==> config.mk <==
export PLATFORM = sky130hd
export DESIGN_NAME = program_loader
export DESIGN_NICKNAME = d
export VERILOG_FILES = /design/src/rtl/program_loader.sv
export SDC_FILE = /design/constraint.sdc
export NUM_CORES = 1
export LEC_CHECK = 0
export ABC_AREA = 0
export BUFFER_PORTS_ARGS = -buffer_cell sky130_fd_sc_hd__buf_2
export CAP_MARGIN = 20
export CELL_PAD_IN_SITES_DETAIL_PLACEMENT = 0
export CELL_PAD_IN_SITES_GLOBAL_PLACEMENT = 2
export CORE_UTILIZATION = 31
export DETAILED_ROUTE_END_ITERATION = 16
export MAX_ROUTING_LAYER = met4
export PLACE_DENSITY = 0.78
export SLEW_MARGIN = 10
export SYNTH_ARGS = -nofsm -noshare
export SYNTH_HDL_FRONTEND = slang
export SYNTH_SLANG_ARGS = --single-unit
==> constraint.sdc <==
create_clock -name clk -period 2.7 [get_ports clk]
set_clock_uncertainty 0.15 [all_clocks]
set_input_delay 0.135 -clock clk [delete_from_list [all_inputs] [get_ports clk]]
set_output_delay 0.135 -clock clk [all_outputs]
set_load 0.02 [all_outputs]
==> src/rtl/program_loader.sv <==
// ---------------------------------------------------------------------------
// program_loader
//
// Boot-time program loader. A byte stream arrives over a valid/ready
// handshake and is unpacked into 32-bit big-endian words. The stream consists
// of a header word N (number of instruction words), N instruction words and a
// trailing checksum word. Each instruction word is written into instruction
// memory through a one-cycle write strobe. The checksum is the modulo-2^32
// sum of the instruction words only. On a checksum match the CPU is released
// (cpuRun). A bad header or a bad checksum latches loadErr instead. Both
// outcomes are terminal until reset.
//
// Parameters
//   MAX_WORDS  largest legal program length in words (legal N is 1..MAX_WORDS)
//   BASE_ADDR  byte address that receives the first instruction word
//
// Ports
//   clk        single clock, everything updates on its rising edge
//   reset      synchronous, active-high reset
//   byteIn     streamed program byte
//   byteValid  byteIn carries a valid byte
//   byteReady  loader can accept a byte this cycle
//   memWe      one-cycle write strobe to the instruction memory
//   memAddr    byte address of the word being written
//   memDIn     instruction word being written
//   cpuRun     1 releases the CPU, 0 holds it
//   loadErr    sticky load failure flag
//   wordCount  number of instruction words written so far
// ---------------------------------------------------------------------------
module program_loader #(
    parameter int unsigned MAX_WORDS = 1024,
    parameter logic [31:0] BASE_ADDR = 32'h0000_0000
) (
    input  logic        clk,
    input  logic        reset,
    input  logic [7:0]  byteIn,
    input  logic        byteValid,
    output logic        byteReady,
    output logic        memWe,
    output logic [31:0] memAddr,
    output logic [31:0] memDIn,
    output logic        cpuRun,
    output logic        loadErr,
    output logic [31:0] wordCount
);

    // Loader phases. WR is the single write cycle between data words. RUN and
    // ERR are the two terminal outcomes.
    typedef enum logic [2:0] {
        HDR,
        DATA,
        WR,
        CSUM,
        RUN,
        ERR
    } stateT;

    localparam logic [31:0] MAX_WORDS_VEC = 32'(MAX_WORDS);

    stateT       state;
    logic [1:0]  byteCount;
    logic [31:0] asmReg;
    logic [31:0] numWords;
    logic [31:0] checksumAcc;

    logic        handshake;
    logic        lastByte;
    logic [31:0] nextWord;
    logic [31:0] nextCount;
    logic [31:0] nextAddr;
    logic        headerBad;

    // A byte moves only when both sides agree. byteReady is a registered
    // state decode, so it is already low in WR/RUN/ERR. A handshake therefore
    // can only happen in HDR, DATA or CSUM.
    assign handshake = byteValid && byteReady;

    // The 4th byte of a word is the one that arrives while the counter sits
    // at 3.
    assign lastByte = (byteCount == 2'd3);

    // The word as it will look once the current byte is shifted in. Earlier
    // bytes move up, so the first byte received ends up in bits [31:24].
    assign nextWord = (asmReg << 8) | {24'd0, byteIn};

    // Word count and write address used by the WR cycle.
    assign nextCount = wordCount + 32'd1;
    assign nextAddr  = BASE_ADDR + (wordCount << 2);

    // A header of zero words, or more words than the memory region holds, is
    // rejected before anything is written.
    assign headerBad = (nextWord == 32'd0) || (nextWord > MAX_WORDS_VEC);

    // The whole loader is one registered FSM. Every output is a register that
    // is set on the same edge as the state change it belongs to. This keeps
    // byteReady, memWe, cpuRun and loadErr exactly aligned with the state
    // encoding and free of combinational glitches.
    //
    // Reset wins over a simultaneous handshake, so a byte presented during
    // reset is dropped and partial words are discarded. Memory contents
    // are not touched by reset.
    always_ff @(posedge clk) begin
        if (reset) begin
            state       <= HDR;
            byteCount   <= 2'd0;
            asmReg      <= 32'd0;
            numWords    <= 32'd0;
            checksumAcc <= 32'd0;
            wordCount   <= 32'd0;
            byteReady   <= 1'b1;
            memWe       <= 1'b0;
            memAddr     <= 32'd0;
            memDIn      <= 32'd0;
            cpuRun      <= 1'b0;
            loadErr     <= 1'b0;
        end else begin
            memWe <= 1'b0;

            // Byte assembly is common to all three receiving states. A stall
            // (byteValid low) simply leaves the counter and partial word alone.
            if (handshake) begin
                asmReg    <= nextWord;
                byteCount <= byteCount + 2'd1;
            end

            case (state)
                HDR: begin
                    if (handshake && lastByte) begin
                        if (headerBad) begin
                            state     <= ERR;
                            byteReady <= 1'b0;
                            loadErr   <= 1'b1;
                        end else begin
                            numWords <= nextWord;
                            state    <= DATA;
                        end
                    end
                end

                DATA: begin
                    // The write is launched on the same edge that completes
                    // the word. memWe is then high for exactly the WR cycle.
                    if (handshake && lastByte) begin
                        state     <= WR;
                        byteReady <= 1'b0;
                        memWe     <= 1'b1;
                        memDIn    <= nextWord;
                        memAddr   <= nextAddr;
                    end
                end

                WR: begin
                    // memDIn still holds the word just written. It feeds the
                    // checksum so that the header and checksum words never do.
                    wordCount   <= nextCount;
                    checksumAcc <= checksumAcc + memDIn;
                    byteReady   <= 1'b1;
                    if (nextCount == numWords) begin
                        state <= CSUM;
                    end else begin
                        state <= DATA;
                    end
                end

                CSUM: begin
                    if (handshake && lastByte) begin
                        byteReady <= 1'b0;
                        if (nextWord == checksumAcc) begin
                            state  <= RUN;
                            cpuRun <= 1'b1;
                        end else begin
                            state   <= ERR;
                            loadErr <= 1'b1;
                        end
                    end
                end

                RUN: begin
                    // Terminal: the CPU owns the machine until the next reset.
                    state     <= RUN;
                    byteReady <= 1'b0;
                    cpuRun    <= 1'b1;
                    loadErr   <= 1'b0;
                end

                ERR: begin
                    // Terminal: the CPU stays held until the next reset.
                    state     <= ERR;
                    byteReady <= 1'b0;
                    cpuRun    <= 1'b0;
                    loadErr   <= 1'b1;
                end

                default: begin
                    // Unreachable encodings fail safe and keep the CPU held.
                    state     <= ERR;
                    byteReady <= 1'b0;
                    cpuRun    <= 1'b0;
                    loadErr   <= 1'b1;
                end
            endcase
        end
    end

endmodule

* Word level (Yosys, flattened, before mapping)
Index checks and enable logic that the tools add are counted.
** Cells by class
- Reductions and logical operators :: 15
- Equality and inequality tests :: 14
- Magnitude comparators :: 1
- Bitwise gates (word level) :: 5
- Muxes and demuxes :: 20
- Add/subtract/negate cells :: 3
** Operator list (count)
- == test 32 bit :: 2
- adder 32 x 1 -> 32 bit (second input constant) :: 1
- adder 32 bit :: 1
- > comparator 32 x 11 -> 1 bit (second input constant) :: 1
- zero test 32 bit :: 1
- bitwise OR 32 x 8 -> 32 bit :: 1
- one-hot mux 3 bit (5 select lines) :: 1
- 2-to-1 mux 3 bit :: 4
- inequality test 2 bit (second input constant) :: 6
- AND reduction 3 bit :: 4
- 2-to-1 mux 1 bit :: 11
- == test 3 x 2 -> 1 bit (second input constant) :: 2
- one-hot mux 1 bit (3 select lines) :: 2
- OR reduction 2 bit :: 3
- AND reduction 5 bit :: 1
- inverter 1 bit :: 4
- one-hot mux 1 bit (4 select lines) :: 1
- == test 3 x 1 -> 1 bit (second input constant) :: 1
- == test 3 bit (second input constant) :: 1
- zero test 3 bit :: 1
- OR reduction 3 bit :: 1
- adder 2 x 1 -> 2 bit (second input constant) :: 1
- == test 2 bit (second input constant) :: 1
- logical AND 1 bit :: 2
- 4 further kinds :: 4
** Word-level totals
- Flip-flop bits (word level) :: 191
- Bits of input ports :: 11
- Output and inout bits :: 100
- Word-level logic and storage cells :: 70

* Logic depth before layout (Yosys ltp)
Gate-level depths: netlist of the first run.
- Word-level depth :: 6
- Gate-level depth with buffers :: 12
- Depth with buffers taken out :: 12

* Worst setup path before layout of the first run
No wires, ideal clock.
- Path kind :: flip-flop to flip-flop
- Start point :: reg wordCount[0]
- End point :: reg state[1]
- Setup time :: 0.084 ns
- Cell stages (with the launch flop) :: 12
- Setup slack :: -0.487 ns
- Period minus slack after synthesis :: 3.187 ns
- Data required time :: 2.466 ns
- Arrival time :: 2.952 ns
- Path buffers :: 1
- Cell sequence :: dfxtp_1 ha_1 nand4_1 or4_1 buf_2 nor2_4 nand4_2 xor2_1 a21oi_1 o21ai_0 or4_1 o31ai_2
** On the way
- Word-level cells in the longest chain between the ends :: 4
** Ends and longest elaborated chain
- start, declared :: line 44 : output logic [31:0] wordCount
- start signal, assigned :: line 155 : wordCount <= nextCount;
- adder 32 x 1 -> 32 bit :: line 87 : assign nextCount = wordCount + 32'd1;
- == test 32 bit :: line 158 : if (nextCount == numWords) begin
- 2-to-1 mux 2 bit :: line 158
- one-hot mux 3 bit (5 select lines) :: line 126 : case (state)
- end signal, assigned :: line 130 : state <= ERR;
- end signal, assigned :: line 159 : state <= CSUM;
- end signal, assigned :: line 161 : state <= DATA;
- end, declared :: line 60 : stateT state;
Every way passes these cells.
A chain may end at the register's enable or synchronous reset.

* Final worst setup path of the first run
Ends and elaborated chain as after synthesis.

==> results of run 1 <==
## metrics by stage
stage	setup TNS, ns	hold WS (ns)	util [%]	instances
finish	-0.217	0.0686	41.9	1857
detailed placement	-2.33	0.294	38.4	1808
global route	-1.13	0.0817	41.9	1857
floorplan	-0.217	0.113	-	1214
global placement	-5.37	0.290	38.4	1808
CTS	-0.491	0.0534	41.3	1854
## layout by cell type, fill, tap and decap left out, types with 5 or more instances in the layout
master,instances
and2_1,25
o21ai_1,8
inv_1,8
a21oi_2,7
o21a_1,5
nand2b_1,8
buf_6,5
xnor2_1,43
xor2_1,74
or3_1,15
o21ai_0,32
clkbuf_16,17
buf_4,165
mux2i_1,12
nand3_1,19
nor2_1,88
nand2_1,254
a21o_1,11
a211oi_1,10
a21oi_1,139
buf_2,107
dfxtp_1,170
ha_1,24
dlygate4sd3_1,11
a31oi_1,9
dfxtp_2,19
nor3_1,19
ha_4,8
nand3b_1,5
nor4_1,16
and3_1,7
nand4_1,16
## power breakdown
group / total (W) / switching, W / internal (W)
combinational: 0.000230 / 0.000154 / 0.0000755
sequential: 0.00285 / 0.0000171 / 0.00283
clock: 0.00249 / 0.00125 / 0.00124
total: 0.00557 / 0.00142 / 0.00415
## worst paths after layout
path,from,end,cells after the start
max,wordCount[0],state[1],11
max reg2reg,wordCount[0],state[1],11
min reg2reg,memAddr[3],memAddr[3],2
min,byteValid,state[2],4
## state kept, by name (all words and copies together) (netlist names), 2 cells and up
register and count:
byteCount 2, wordCount 32, checksumAcc 32, state 3, memDIn 32, numWords 32
memAddr 30, asmReg 24
## synth_stat cells (all sizes together), types with 3 or more instances
cell type,count,area [um2]
or2,4,25.0
nor3b,3,22.5
clkbuf,64,243
or3,16,100
a221oi,4,35.0
nand2,255,957
a311oi,4,35.0
xor2,76,666
or4,4,30.0
dfxtp,191,3820
nand3,20,100
nor2,91,349
a211oi,12,90.1
a31oi,12,75.1
and3b,3,26.3
ha,33,413
o21ai,41,205
nor4,18,128
a21o,12,90.1
and3,9,56.3
buf,10,57.6
nand3b,5,37.5
nor2b,3,18.8
and2,27,169
nand4,18,134
mux2i,12,120
inv,9,33.8
xnor2,43,377
a21oi,147,736
nor3,23,120
o21a,5,37.5
nand2b,9,56.3
## kinds of logic after synthesis
kind of cell,count (synthesis),share of synthesized area (%)
DFF,191,39.6
muxes,13,1.36
buffers and inverters,83,3.46
other,1,0.0389
xor gates and xnor gates,119,10.8
AOI/OAI and AO/OA,257,15.4
and+or+nand+nor,515,24.8
adders and majority gates,34,4.49
## metal layers
metal	wire, um	track usage [%]
met5	0	-
met4	310	4.34
met3	1020	3.39
met2	14000	30.9
met1	15400	28.4
## final cells by class
| class | instances | area, um2 | share of cell area [%] |
|---|---|---|---|
| Tap cell | 396 | 495 | 3.86 |
| Clock buffer | 19 | 443 | 3.45 |
| Inverter | 9 | 33.8 | 0.263 |
| Timing Repair Buffer | 289 | 1960 | 15.3 |
| Multi-Input combinational cell | 940 | 5920 | 46.2 |
| Sequential cell | 191 | 3850 | 30.0 |
| Clock inverter | 13 | 118 | 0.917 |
## what timing repair did
action / CTS / global route
endpoints found under the hold margin: 41 / 0
endpoints found under the setup margin: 16 / 19
pin swaps: 26 / 25
buffers inserted: 3 / 3
hold buffers: 11 / 0
resized for setup: 37 / 39
## worst min-delay path: stages
cell	delay (ns)
buf_2	0.11
and3_1	0.22
a21oi_1	0.08
nor2_1	0.07
==> impl_metrics.tcl, run 1 <==
set metrics [dict create \
    fin_nets 1493 \
    leakage_nw 5.55 \
    cp_cell_sequence "ha_4 > nand4_1 > buf_4 > nor3_2 > and3_4 > nand2_1 > xnor2_1 > nor4_2 > nand4_1 > or4_1 > o31ai_2" \
    fmax_ghz 0.346 \
    yosysSeqAreaShare_pct 39.6 \
    nFillCells 3202 \
    cts.sinks 191 \
    drt_first_pass_iters 5 \
    core_area_um2 30600 \
    critPathCaptureType "register" \
    dieHeight_um 178 \
    yosys_warnings 0 \
    die_w_um 178 \
    vias_per_cell 4.90 \
    peakVddDrop_mv 0.433 \
    ys_ff_latch 191 \
    portBuffers 108 \
    path_class "reg -> reg" \
    crit_path_max_incr_delay_ns 0.53 \
    antenna_found_initial 0 \
    htreeDepth 4 \
    overflow 0 \
    violations "setup timing" \
    clock_latency_ns 0.45 \
    dp_slack_ns -0.280 \
    critPathMaxFanout 4 \
    antenna_cells 0 \
    drive_above_1_share_pct 27.3 \
    relSlewSlack_pct 38.9 \
    cts_root_buffer "clkbuf_16" \
    start_util_pct 31.5 \
    critPathLaunchType "register" \
    stdcell_area_um2 12800 \
    die_area_um2 31800 \
    drt-initial-drc-count 546 \
    cts.clk_slew.worst_paths_ns 0.07 \
    synth_ff_type "dfxtp_1" \
    crit_path_top_delay_cell "or4_1" \
    fin_ws_ns -0.189 \
    grt_max_degree 61 \
    setup_viol 3 \
    std_cell_rows 64 \
    p_per_area_nw_per_um2 434 \
    cts_tree "built" \
    async_reset_ff_share_pct 0 \
    hold_viol 0 \
    slew_violations 0 \
    netlist_instances 1213 \
    ios 111 \
    drt-total-wl_mm 30.7 \
    numCtsBuffers 17 \
    area_delta_synth_final_pct 33.0 \
    ant_nets 0 \
    worstPathArrival_ns 3.11 \
    grt_pass1_vias 8571 \
    worstPathRequired_ns 2.92 \
    crit_family "simple AND/OR/NAND/NOR gates" \
    crit_path_frequent_cell "nand4_1" \
    r2r_slack_ns -0.19 \
    place_congestion 0.893 \
    clockBufferDepth 2 \
    placement.cell_area_um2 11700 \
    avgSynthCellArea_um2 7.95 \
    cap_viol_max_count 0 \
    wl_per_cell_um 16.6 \
    hold_class "in -> reg" \
    status "finished with violations" \
    path_buf_inv 1 \
    tightest_slew_ns 0.914 \
    total_power_w 0.00557 \
    finalCritPeriodShare_pct 107 \
    grt_pass1_wl_mm 48.6 \
    syn_area_um2 9650 \
    period_needed_ns 2.89 \
    rsz0062_at_grt "true" \
    grt_use_total_pct 20.4 \
    ys_types 64 \
    drc_errors 0 \
    dp_hpwl_mm 22.1 \
    synth_edf_count 0 \
    vias 9092 \
]
(Power assumes the default switching activity.)
==> inputs of run 2 (changes only) <==
- CORE_MARGIN: not set -> 2
- REMOVE_ABC_BUFFERS: not set -> 1
==> impl_metrics.tcl, run 2 (synthesized netlist as in run 1, its figures left out) <==
set metrics [dict create \
    portBuffers 108 \
    leakage_nw 5.68 \
    vias 9112 \
    setup_viol 6 \
    clock_latency_ns 0.45 \
    period_needed_ns 2.95 \
    status "finished with violations" \
    place_congestion 0.849 \
    drt_first_pass_iters 5 \
    r2r-end "state[1]" \
    relSlewSlack_pct 41.1 \
    stdcell_area_um2 13000 \
    critPathCaptureType "register" \
    numCtsBuffers 17 \
    path_class "reg -> reg" \
    worstPathRequired_ns 2.92 \
    fin_util_pct 42.6 \
    hold_end "wordCount[24]" \
    crit_path_frequent_cell "buf_6" \
    slew_violations 0 \
    cp_cell_sequence "buf_6 > nand4_1 > buf_6 > nor4_4 > and3b_1 > nor3_1 > a211oi_1 > a31oi_1 > or4_1 > or4_4 > o31ai_2" \
    r2r_slack_ns -0.25 \
    critPathMaxFanout 4 \
    rr_startpoint "wordCount[0]" \
    crit_family "simple AND/OR/NAND/NOR gates" \
    clockBufferDepth 2 \
    nFillCells 3158 \
    grt_pass1_vias 8569 \
    hold_path_startpoint "reset" \
    cts_root_buffer "clkbuf_16" \
    violations "setup timing" \
    antenna_cells 0 \
    dp.cells 1812 \
    hold_class "in -> reg" \
    wl_per_cell_um 16.2 \
    grt_pass1_wl_mm 48.1 \
    p_per_area_nw_per_um2 445 \
    overflow 0 \
    drt-total-wl_mm 30.2 \
    fmax_ghz 0.339 \
    path_buf_inv 2 \
    ios 111 \
    setup_tns_ns -0.469 \
    vias_per_cell 4.87 \
    tightest_slew_ns 0.881 \
    fin_ws_ns -0.247 \
    cts.sinks 191 \
    r2r_cells 11 \
    drc_errors 0 \
    dp_hpwl_mm 21.5 \
    die_area_um2 32500 \
    htreeDepth 4 \
    hold_path_depth 3 \
    instances_no_fill 1870 \
    cap_viol_max_count 0 \
    grt_max_degree 127 \
    cts.clk_slew.worst_paths_ns 0.07 \
    core_area_um2 30600 \
    placement.cell_area_um2 11700 \
    drt-initial-drc-count 523 \
    dieHeight_um 180 \
    std_cell_rows 64 \
    area_delta_synth_final_pct 35.0 \
    die_w_um 180 \
    peakVddDrop_mv 0.473 \
    crit_path_max_incr_delay_ns 0.57 \
    layout_commonest_cell "nand2_1" \
    whs_ns 0.0493 \
    final_cell_mix "nand2_1, dfxtp_1, buf_4" \
    critPathLaunchType "register" \
    rsz0062_at_grt "true" \
    cts_tree "built" \
    finalCritPeriodShare_pct 109 \
    drive_above_1_share_pct 27.7 \
    start_util_pct 31.5 \
    hold_viol 0 \
    grt_use_total_pct 19.0 \
    antenna_found_initial 0 \
    ant_nets 0 \
    crit_path_top_delay_cell "or4_1" \
    worstPathArrival_ns 3.16 \
    fin_nets 1508 \
]
[run 2: metal layers]
| layer | GRT usage (%) | part of all wire, % |
|---|---|---|
| met5 | - | 0 |
| met4 | 4.19 | 1.0 |
| met3 | 3.19 | 3.0 |
| met2 | 29.2 | 46 |
| met1 | 26.2 | 50 |
[run 2: layout make-up]
class / count / area [um2] / share of cell area, %
multi-input combinational: 940 / 5920 / 45.5
sequential: 191 / 3840 / 29.5
timing repair buffer: 304 / 2110 / 16.2
tap: 396 / 495 / 3.81
clock buffer: 18 / 429 / 3.30
clock inverter: 12 / 186 / 1.43
inverter: 9 / 33.8 / 0.259
[run 2: stage by stage]
stage	setup slack, ns	total power [W]
finish	-0.247	0.00580
global placement	-0.418	0.00313
global route	-0.316	0.00599
CTS	-0.241	0.00586
detailed placement	-0.477	0.00313
floorplan	-0.790	0.00300
[run 2: how the worst max path moves through the flow]
stage          slack, ns         start               to  cells after the start
2_1_floorplan      -0.79     byteReady     numWords[11]                      5
3_3_place_gp       -0.42     memDIn[0]  checksumAcc[28]                     14
3_5_place_dp       -0.48     memDIn[0]  checksumAcc[28]                     14
4_1_cts            -0.24  wordCount[0]         state[1]                      8
5_1_grt            -0.32  wordCount[1]         state[1]                     11
6_report           -0.25  wordCount[0]         state[1]                     11
[run 2: tightest hold or removal path, delay by kind of cell]
family,cells,cell delay [ns]
buffers and inverters,2,0.32
and+or+nand+nor,1,0.14
[run 2: what timing repair did]
action,4_1_cts,5_1_grt
hold endpoints to repair,24,0
setup buffers,7,14
gates resized for setup,60,48
pin swaps,30,36
hold buffers,8,0
setup endpoints to repair,17,19
gates cloned,0,0
[run 2: power by group]
part / switching (W) / internal (W) / leakage [nW]
Sequential: 0.0000246 / 0.00283 / 1.55
Clock: 0.00117 / 0.00155 / 0.294
Combinational: 0.000146 / 0.0000684 / 3.84
Total: 0.00135 / 0.00445 / 5.68
==> inputs of run 3 (changes only) <==
- CELL_PAD_IN_SITES_DETAIL_PLACEMENT: 0 -> not set
- CELL_PAD_IN_SITES_GLOBAL_PLACEMENT: 2 -> not set
- CORE_UTILIZATION: 31 -> 53
- PLACE_DENSITY: 0.78 -> 0.79
==> impl_metrics.tcl, run 3 (synthesized netlist as in run 1, its figures left out) <==
set metrics [dict create \
    cts_tree "built" \
    antenna_found_initial 0 \
    slew_violations 0 \
    drt_first_pass_iters 5 \
    place_congestion 0.890 \
    fin_ws_ns -0.218 \
    clockBufferDepth 2 \
    die_w_um 139 \
    r2r_slack_ns -0.22 \
    relSlewSlack_pct 42.0 \
    crit_family "simple AND/OR/NAND/NOR gates" \
    violations "setup timing" \
    die_area_um2 19300 \
    critPathMaxFanout 5 \
    stdcell_area_um2 12800 \
    fin_util_pct 71.5 \
    clock_latency_ns 0.45 \
    drt-total-wl_mm 29.7 \
    grt_pass1_wl_mm 46.5 \
    setup_tns_ns -0.735 \
    setup_viol 10 \
    start_util_pct 53.9 \
    grt_max_degree 71 \
    std_cell_rows 49 \
    cts_root_buffer "clkbuf_16" \
    path_class "reg -> reg" \
    crit_end "state[1]" \
    status "finished with violations" \
    numCtsBuffers 17 \
    path_buf_inv 2 \
    period_needed_ns 2.92 \
    final_cell_mix "nand2_1, dfxtp_1, buf_4" \
    startpoint "wordCount[1]" \
    rsz0062_at_grt "true" \
    crit_cells 11 \
    drive_above_1_share_pct 28.1 \
    crit_path_max_incr_delay_ns 0.49 \
    hold_class "in -> reg" \
    overflow 0 \
    portBuffers 108 \
    layout_commonest_cell "nand2_1" \
    cts.sinks 191 \
    finalCritPeriodShare_pct 108 \
    crit_path_top_delay_cell "or4_4" \
    crit_path_frequent_cell "buf_6" \
    p_per_area_nw_per_um2 443 \
    rr_startpoint "wordCount[1]" \
    vias 9800 \
    area_delta_synth_final_pct 32.8 \
    drt-initial-drc-count 849 \
    grt_pass1_vias 9275 \
    peakVddDrop_mv 0.538 \
    ios 111 \
    grt_use_total_pct 30.4 \
    wl_per_cell_um 17.6 \
    hold_viol 0 \
    ant_nets 0 \
    dieHeight_um 139 \
    placement.cell_area_um2 11400 \
    cts.clk_slew.worst_paths_ns 0.07 \
    critPathLaunchType "register" \
    drc_errors 0 \
    worstPathArrival_ns 3.14 \
    core_area_um2 17900 \
    fmax_ghz 0.343 \
    tightest_slew_ns 0.869 \
    fin_nets 1495 \
    dp.cells 1631 \
    cp_cell_sequence "buf_6 > nand4_1 > buf_6 > nor3_4 > nand3_2 > xnor2_2 > nor3_1 > a31oi_1 > or4_1 > or4_4 > o31ai_2" \
    antenna_cells 0 \
    leakage_nw 5.61 \
    r2r-end "state[1]" \
    cap_viol_max_count 0 \
    htreeDepth 4 \
    worstPathRequired_ns 2.92 \
    critPathCaptureType "register" \
    r2r_cells 11 \
    dp_hpwl_mm 19.2 \
    instances_no_fill 1690 \
    vias_per_cell 5.80 \
]
## run 3: repair_timing
item,CTS,global route
setup buffers,13,10
resized for setup,69,60
hold buffers,8,0
hold endpoints to repair,23,0
pin swaps,44,39
setup endpoints to repair,16,19
## run 3: metrics by stage
stage / hold WS (ns) / setup slack (ns) / total power, W
6_report: 0.0891 / -0.218 / 0.00567
5_1_grt: 0.120 / -0.377 / 0.00581
4_1_cts: 0.0697 / -0.181 / 0.00567
3_5_place_dp: 0.289 / -0.423 / 0.00312
3_3_place_gp: 0.289 / -0.360 / 0.00311
2_1_floorplan: 0.0541 / -0.790 / 0.00300
## run 3: layer usage
| layer | share of wire (%) | global-route usage (%) | wire length (um) | vias up |
|---|---|---|---|---|
| li1 | - | - | - | 4624 |
| met1 | 43 | 39.6 | 12800 | 4641 |
| met2 | 47 | 48.0 | 14000 | 442 |
| met3 | 6.7 | 5.32 | 2000 | 93 |
| met4 | 2.9 | 10.2 | 876 | 0 |
| met5 | 0 | - | 0 | - |
## run 3: worst register-to-register path: cells and delay by family, from the launching register on
| kind | cells | cell delay (ns) |
|---|---|---|
| compound gates | 2 | 0.24 |
| flops | 1 | 0.37 |
| simple gates | 6 | 1.63 |
| xor+xnor | 1 | 0.18 |
| buf+inv | 2 | 0.29 |
## run 3: worst min path at each step
| stage | depth (start not counted) | start | to | slack [ns] |
|---|---|---|---|---|
| final | 3 | reset | wordCount[24] | 0.09 |
| after global routing | 3 | reset | wordCount[23] | 0.12 |
| after CTS | 4 | byteValid | state[2] | 0.07 |
| after detailed placement | 3 | byteIn[1] | asmReg[1] | 0.29 |
| after global placement | 2 | memAddr[14] | memAddr[14] | 0.29 |
| after floorplan | 1 | reset | asmReg[0] | 0.05 |
## run 3: report_power, final
part	total (W)	internal [W]	leakage, nW	switching (W)
registers	0.00285	0.00283	1.55	0.0000182
logic	0.000218	0.0000696	3.78	0.000148
clock network	0.00260	0.00145	0.286	0.00115
## run 3: area by class of cell
class / instances / area [um2]
sequential: 191 / 3850
clock inverter: 13 / 164
clock buffer: 17 / 425
timing repair buffer: 291 / 1990
tap: 229 / 287
fill: 1321 / 5100
inverter: 9 / 33.8
multi-input combinational: 940 / 6060
